**config.mk**
```make
export PLATFORM = sky130hd
export DESIGN_NAME = gaus_rng_clt
export DESIGN_NICKNAME = d
export VERILOG_FILES = /design/src/rtl/gaus_rng_clt.sv
export SDC_FILE = /design/constraint.sdc
export NUM_CORES = 1
export LEC_CHECK = 0
export CORE_MARGIN = 2
export CORE_UTILIZATION = 55
export DETAILED_ROUTE_END_ITERATION = 8
export PLACE_DENSITY = 0.92
export SETUP_SLACK_MARGIN = 0.2
export SYNTH_ARGS = -nofsm -noshare
export SYNTH_HDL_FRONTEND = slang
export SYNTH_SLANG_ARGS = --single-unit
```
**constraint.sdc**
```tcl
create_clock -name Clk -period 3.5 [get_ports Clk]
set_clock_uncertainty 0.1 [all_clocks]
set_input_delay 0.525 -clock Clk [delete_from_list [all_inputs] [get_ports Clk]]
set_output_delay 0.525 -clock Clk [all_outputs]
set_load 0.03 [all_outputs]
```
**src/rtl/gaus_rng_clt.sv**
```systemverilog
// Approximate Gaussian random number generator using the central limit theorem.
// A 32-bit Galois LFSR supplies uniform samples; NSUM of them are summed,
// scaled back to OUT_W bits and re-centred on zero. The result is presented
// on a valid/ready output port.
module gaus_rng_clt #(
  parameter int unsigned OUT_W        = 16,           // 2..32
  parameter int unsigned NSUM         = 4,            // power of two, 1..256
  parameter logic [31:0] SEED_DEFAULT = 32'hACE1_ACE1 // must be non-zero
) (
  input  logic             Clk,
  input  logic             Reset,
  input  logic             en,
  input  logic             load_seed,
  input  logic [31:0]      seed,
  input  logic             out_ready,
  output logic             out_valid,
  output logic [OUT_W-1:0] rnd_out
);

  localparam int unsigned LOG2N = $clog2(NSUM);
  // Sum of NSUM values of OUT_W bits needs LOG2N extra bits, so it cannot overflow.
  localparam int unsigned ACC_W = OUT_W + LOG2N;
  localparam int unsigned CNT_W = (LOG2N > 0) ? LOG2N : 1;

  localparam logic [CNT_W-1:0] CntLast = CNT_W'(NSUM - 1);
  // Taps for x^32 + x^22 + x^2 + x + 1 in right-shift Galois form.
  localparam logic [31:0]      Poly    = 32'h8020_0003;
  // Inverting the MSB of an unsigned mean is the same as subtracting half range.
  localparam logic [OUT_W-1:0] MsbFlip = {1'b1, {(OUT_W - 1){1'b0}}};

  typedef enum logic [1:0] {
    StIdle,
    StAccum,
    StValid
  } state_e;

  state_e             state_q;
  logic [31:0]        lfsr_q;
  logic [ACC_W-1:0]   acc_q;
  logic [CNT_W-1:0]   cnt_q;

  logic [31:0]        lfsr_step;
  logic [31:0]        seed_eff;
  logic [OUT_W-1:0]   uni;
  logic [ACC_W-1:0]   sum;
  logic [OUT_W-1:0]   mean;

  // Next LFSR state, current uniform sample, running sum and its scaled mean.
  always_comb begin
    lfsr_step = {1'b0, lfsr_q[31:1]};
    if (lfsr_q[0]) begin
      lfsr_step = lfsr_step ^ Poly;
    end
    uni      = lfsr_q[31 -: OUT_W];
    sum      = acc_q + ACC_W'(uni);
    mean     = sum[LOG2N +: OUT_W];
    // A zero seed would lock the LFSR at zero forever.
    seed_eff = (seed == 32'd0) ? SEED_DEFAULT : seed;
  end

  // Control FSM with registered outputs; seed load overrides every state.
  always_ff @(posedge Clk or negedge Reset) begin
    if (!Reset) begin
      state_q   <= StIdle;
      lfsr_q    <= SEED_DEFAULT;
      acc_q     <= '0;
      cnt_q     <= '0;
      out_valid <= 1'b0;
      rnd_out   <= '0;
    end else if (load_seed) begin
      // Any sample in flight, even one being handed off this edge, is dropped.
      state_q   <= StIdle;
      lfsr_q    <= seed_eff;
      acc_q     <= '0;
      cnt_q     <= '0;
      out_valid <= 1'b0;
    end else begin
      case (state_q)
        StIdle: begin
          acc_q     <= '0;
          cnt_q     <= '0;
          out_valid <= 1'b0;
          if (en) begin
            state_q <= StAccum;
          end
        end
        StAccum: begin
          if (en) begin
            lfsr_q <= lfsr_step;
            if (cnt_q == CntLast) begin
              state_q   <= StValid;
              out_valid <= 1'b1;
              rnd_out   <= mean ^ MsbFlip;
              acc_q     <= '0;
              cnt_q     <= '0;
            end else begin
              acc_q <= sum;
              cnt_q <= cnt_q + CNT_W'(1);
            end
          end
        end
        StValid: begin
          // LFSR and output hold here until the consumer takes the sample.
          if (out_ready) begin
            state_q   <= StAccum;
            out_valid <= 1'b0;
            acc_q     <= '0;
            cnt_q     <= '0;
          end
        end
        default: begin
          state_q   <= StIdle;
          out_valid <= 1'b0;
        end
      endcase
    end
  end

endmodule

```
## Word-level counts from Yosys, hierarchy flattened

Index checks and enable logic that the tools add are counted.

| storage, ports and cells | value |
|---|---|
| input bits | 37 |
| output and inout bits | 17 |
| flip-flop bits (word level) | 71 |

| cells by class | value |
|---|---|
| reduce and logical (&&, ||, !) cells | 10 |
| multiplexer cells | 26 |
| add/subtract/negate cells | 2 |
| bitwise gates (word level) | 3 |
| equal/unequal tests | 7 |

Operator list:

| kind | count |
|---|---|
| 2-to-1 mux 32 bit | 5 |
| 2-to-1 mux 18 bit | 4 |
| case mux 18 bit (3 select lines) | 1 |
| zero test 32 bit | 1 |
| adder 18 x 16 -> 18 bit | 1 |
| 2-to-1 mux 2 bit | 9 |
| != test 3 bit (second input constant) | 4 |
| case mux 2 bit (3 select lines) | 2 |
| AND reduction 4 bit | 2 |
| AND reduction 3 bit | 2 |
| equality test 2 bit (second input constant) | 2 |
| 2-to-1 mux 1 bit | 4 |
| NOT 3 -> 4 bit | 1 |
| nonzero test 2 bit | 2 |
| nonzero test 4 bit | 1 |
| adder 2 x 1 -> 2 bit (second input constant) | 1 |
| equality test 2 x 1 -> 1 bit (second input constant) | 1 |
| zero test 2 bit | 1 |
| NOT 1 bit | 2 |
| case mux 1 bit (2 select lines) | 1 |
| AND reduction 2 bit | 1 |

## Logic depth before layout (Yosys ltp)

| depth | value |
|---|---|
| depth in word-level cells | 5 |
| mapped depth | 10 |
| mapped depth without buffers | 9 |

## Worst setup path after synthesis

Ideal clock, no wire load.

| path | value |
|---|---|
| path type | flip-flop to flip-flop |
| start | reg lfsr_q[16] |
| end | reg rnd_out[12] |
| path slack | 1.038 ns |
| library setup time | 0.069 ns |
| cell stages (with the launch flop) | 10 |
| arrival time | 2.293 ns |
| cell sequence | dfstp_2 > ha_1 > inv_1 > fa_1 > and2b_1 > o21bai_4 > a31oi_4 > o21ai_2 > or4_1 > nand3_1 |

| between the ends | value |
|---|---|
| cells in the longest elaborated chain, start to end | 1 |

Ends and longest elaborated chain:

| element | line | text |
|---|---|---|
| start: declaration | 38 | `logic [31:0] lfsr_q;` |
| start signal: assignment | 89 | `lfsr_q <= lfsr_step;` |
| adder 18 x 16 -> 18 bit | 55 | `sum = acc_q + ACC_W'(uni);` |
| end signal: assignment | 93 | `rnd_out <= mean ^ MsbFlip;` |
| end: declaration | 17 | `output logic [OUT_W-1:0] rnd_out` |

No other way between the ends.
A chain may end at the register's enable or synchronous reset.

## Worst setup path after layout

Ends and elaborated chain as after synthesis.

==> results.py <==
metrics = {
    "status": {
        "run_status": "finished, final reports clean",
    },
    "route": {
        "drcViolationCount": 0,
        "detail_route.wl_per_cell_um": 15.6,
        "viasPerCell": 5.69,
        "drt-total-wl_um": 9290,
        "vias": 3392,
        "drt_iter0_markers": 218,
        "drtAntennaViolNets": 0,
        "first_pass_iters": 5,
    },
    "place": {
        "dp_hpwl_um": 6800,
        "dpl_cell_area_um2": 4620,
        "io_buffer_count": 53,
        "gp_congestion": 0.923,
    },
    "critical_path": {
        "cp-end-kind": "flop",
        "crit_arrival_ps": 2880,
        "worstPathRequired_ps": 3690,
        "worstSetupPathType": "reg2reg",
        "path_buf_inv": 1,
        "slowest_delay_ps": 550,
        "crit_chain": "ha_1 -> inv_1 -> fa_1 -> and2b_1 -> o21bai_4 -> a31oi_4 -> o21ai_2 -> or4_1 -> nand3_1",
        "slowest_stage": "dfstp_2",
        "cp-start-kind": "flop",
        "path_max_fanout": 4,
        "critPathTopFamily": "simple AND/OR/NAND/NOR gates",
    },
    "final_layout": {
        "post-route-cell-area_um2": 4830,
        "antennaDiodeCount": 0,
        "fin_nets": 551,
        "layout-drive-gt1-share": 0.101,
        "syn_to_final_growth_pct": 20.4,
        "fillers": 553,
    },
    "synth": {
        "synthArstFlopShare": 1.00,
        "syn-num-nets": 503,
        "synth_ff_type": "dfrtp_1",
        "synth_edf_count": 0,
        "syn-instance-count": 444,
        "avgSynthCellArea_um2": 9.03,
        "synth_top_area_cell": "dfrtp_1",
        "yosys_warnings": 0,
        "ys_top_cells_by_area": "dfrtp_1 (34%), dfstp_2 (10%), nand2_1 (7.6%), ha_1 (6.6%), o21ai_0 (4.6%)",
        "synth_cell_types": 51,
        "synth-seq-cells": 71,
        "seq_area_frac_synth": 0.448,
        "synth_top_area_share": 0.343,
        "syn_area_um2": 4010,
    },
    "floorplanning": {
        "die_w_um": 89.4,
        "die_y_um": 89.4,
        "core_um2": 7180,
        "die_area_um2": 7990,
        "io_pins": 54,
        "rows": 31,
        "initial_core_util": 0.559,
    },
    "clock_tree": {
        "cts_buffer_depth": 2,
        "post_cts_buffers": 0,
        "clock_latency_ps": 360,
        "cts_resized": 0,
        "root_buffer": "clkbuf_8",
        "htree_levels": 3,
        "cts_sinks": 71,
        "cts_tree": "done",
        "numCtsBuffers": 9,
        "ctsHoldBuffers": 0,
        "worst_setup_hold_path_clk_slew_ps": 80,
    },
    "sta": {
        "final_hold_viol_count": 0,
        "period_share": 0.768,
        "worst_slew_pin_slew_ps": 974,
        "max_slew_margin": 0.348,
        "setup_violations": 0,
        "fmax_ghz": 0.372,
        "rsz0062_at_grt": "false",
        "fin_crit_ps": 2690,
        "finalSetupTns_ps": 0,
        "slew_violations": 0,
    },
    "grt": {
        "gr-usage-all-layers": 0.257,
        "overflow": 0,
        "grt_antenna_before_repair": 0,
        "grt_max_degree": 72,
        "grt_pass1_vias": 3381,
        "grt_pass1_wl_um": 15800,
    },
    "power": {
        "power_density_nw_per_um2": 532,
        "ir_worst_vdd_mv": 0.230,
        "leakagePower_nw": 2.16,
    },
    "hold_path": {
        "hold_path.class": "in2async",
    },
    "flow_run": {
        "drv_cap": 0,
    },
}
-- worst register-to-register path, stage by stage, from the launching register on --
cell and delay [ps]:
dfstp_2 550, ha_1 210, inv_1 70, fa_1 410
and2b_1 270, o21bai_4 80, a31oi_4 230, o21ai_2 140
or4_1 480, nand3_1 90
-- path summary, 6_finish.rpt --
path / endpoint / start / cells past startpoint / slack [ps]
max: rnd_out[12] / lfsr_q[16] / 9 / 810
min: state_q[1] / Reset / 2 / 250
max reg2reg: rnd_out[12] / lfsr_q[16] / 9 / 810
min reg2reg: lfsr_q[15] / lfsr_q[15] / 2 / 380
max in group asynchronous: rnd_out[14] / Reset / 2 / 2460
min in group Clk: lfsr_q[15] / lfsr_q[15] / 2 / 380
-- Yosys cell counts, types with 2 or more instances --
library cell  count
nor2_1           30
dfrtp_1          55
clkbuf_1         14
nand2_1          81
nand4_1           9
dfstp_2          16
xnor2_1           9
o21ai_0          37
inv_1             8
nor3_1            3
or4_1             2
o31ai_1           2
o211ai_1          3
a21o_1            4
ha_1             21
nor2b_1           3
nand2b_1          2
a22o_1            3
o21a_1            3
a21oi_1          28
and2_1            4
buf_2             8
o22ai_1           3
nor4_2            2
mux2i_1          18
nand3_1           5
xor2_1            8
nor4_1            8
and3_1            2
o21ai_1          32
-- layer usage --
layer | global-route usage | vias up | wire length [µm]
li1 | - | 1667 | -
met1 | 0.320 | 1621 | 4130
met2 | 0.432 | 75 | 4560
met3 | 0.0452 | 29 | 318
met4 | 0.121 | 0 | 283
met5 | 0 | - | 0
-- flip-flops by register name (all words and copies together), names as in the netlist --
register,flops
cnt_q,2
state_q,2
lfsr_q,32
out_valid,1
acc_q,18
rnd_out,16
-- cells in the final DEF, fill, tap and decap left out, types with 16 or more instances in the layout --
cell | Yosys | final
mux2i_1 | 18 | 18
a21oi_1 | 28 | 28
clkdlybuf4s50_1 | 0 | 52
dfstp_2 | 16 | 16
nand2_1 | 81 | 81
nor2_1 | 30 | 30
o21ai_1 | 32 | 32
dfrtp_1 | 55 | 55
ha_1 | 21 | 21
o21ai_0 | 37 | 37
-- power breakdown --
part,switching [W],total (W),internal [W]
logic,0.000492,0.000815,0.000323
registers,0.0000861,0.00104,0.000951
clock network,0.000315,0.000718,0.000403
total,0.000893,0.00257,0.00168
-- per-stage QoR --
stage	utilization	hold slack (ps)	std cells	setup WS, ps	total power (W)
global route	0.673	365	596	666	0.00272
detailed placement	0.643	361	580	739	0.00186
CTS	0.673	299	596	810	0.00257
global placement	0.643	352	580	796	0.00181
finish	0.673	249	596	810	0.00257
floorplan	-	129	444	1040	0.00162
-- area by class of cell --
| type | instances | area (µm²) | area share |
|---|---|---|---|
| multi-input combinational | 341 | 2080 | 0.431 |
| clock inverter | 5 | 82.6 | 0.0171 |
| clock buffer | 11 | 131 | 0.0272 |
| tap | 99 | 124 | 0.0256 |
| inverter | 9 | 33.8 | 0.00699 |
| timing repair buffer | 60 | 578 | 0.120 |
| sequential | 71 | 1800 | 0.372 |
-- kinds of logic (layout without fill, tap and decap cells) --
| family | count (synthesis) | in the layout | share of synthesized area |
|---|---|---|---|
| AO/OA/AOI/OAI | 128 | 128 | 0.189 |
| XOR/XNOR | 17 | 17 | 0.0371 |
| adder cells (fa/ha/maj) | 22 | 22 | 0.0705 |
| buffers and inverters | 32 | 85 | 0.0324 |
| flip-flops | 71 | 71 | 0.448 |
| multiplexers | 19 | 19 | 0.0477 |
| AND/OR/NAND/NOR | 155 | 155 | 0.175 |
Power figures use the tool's default switching activity.
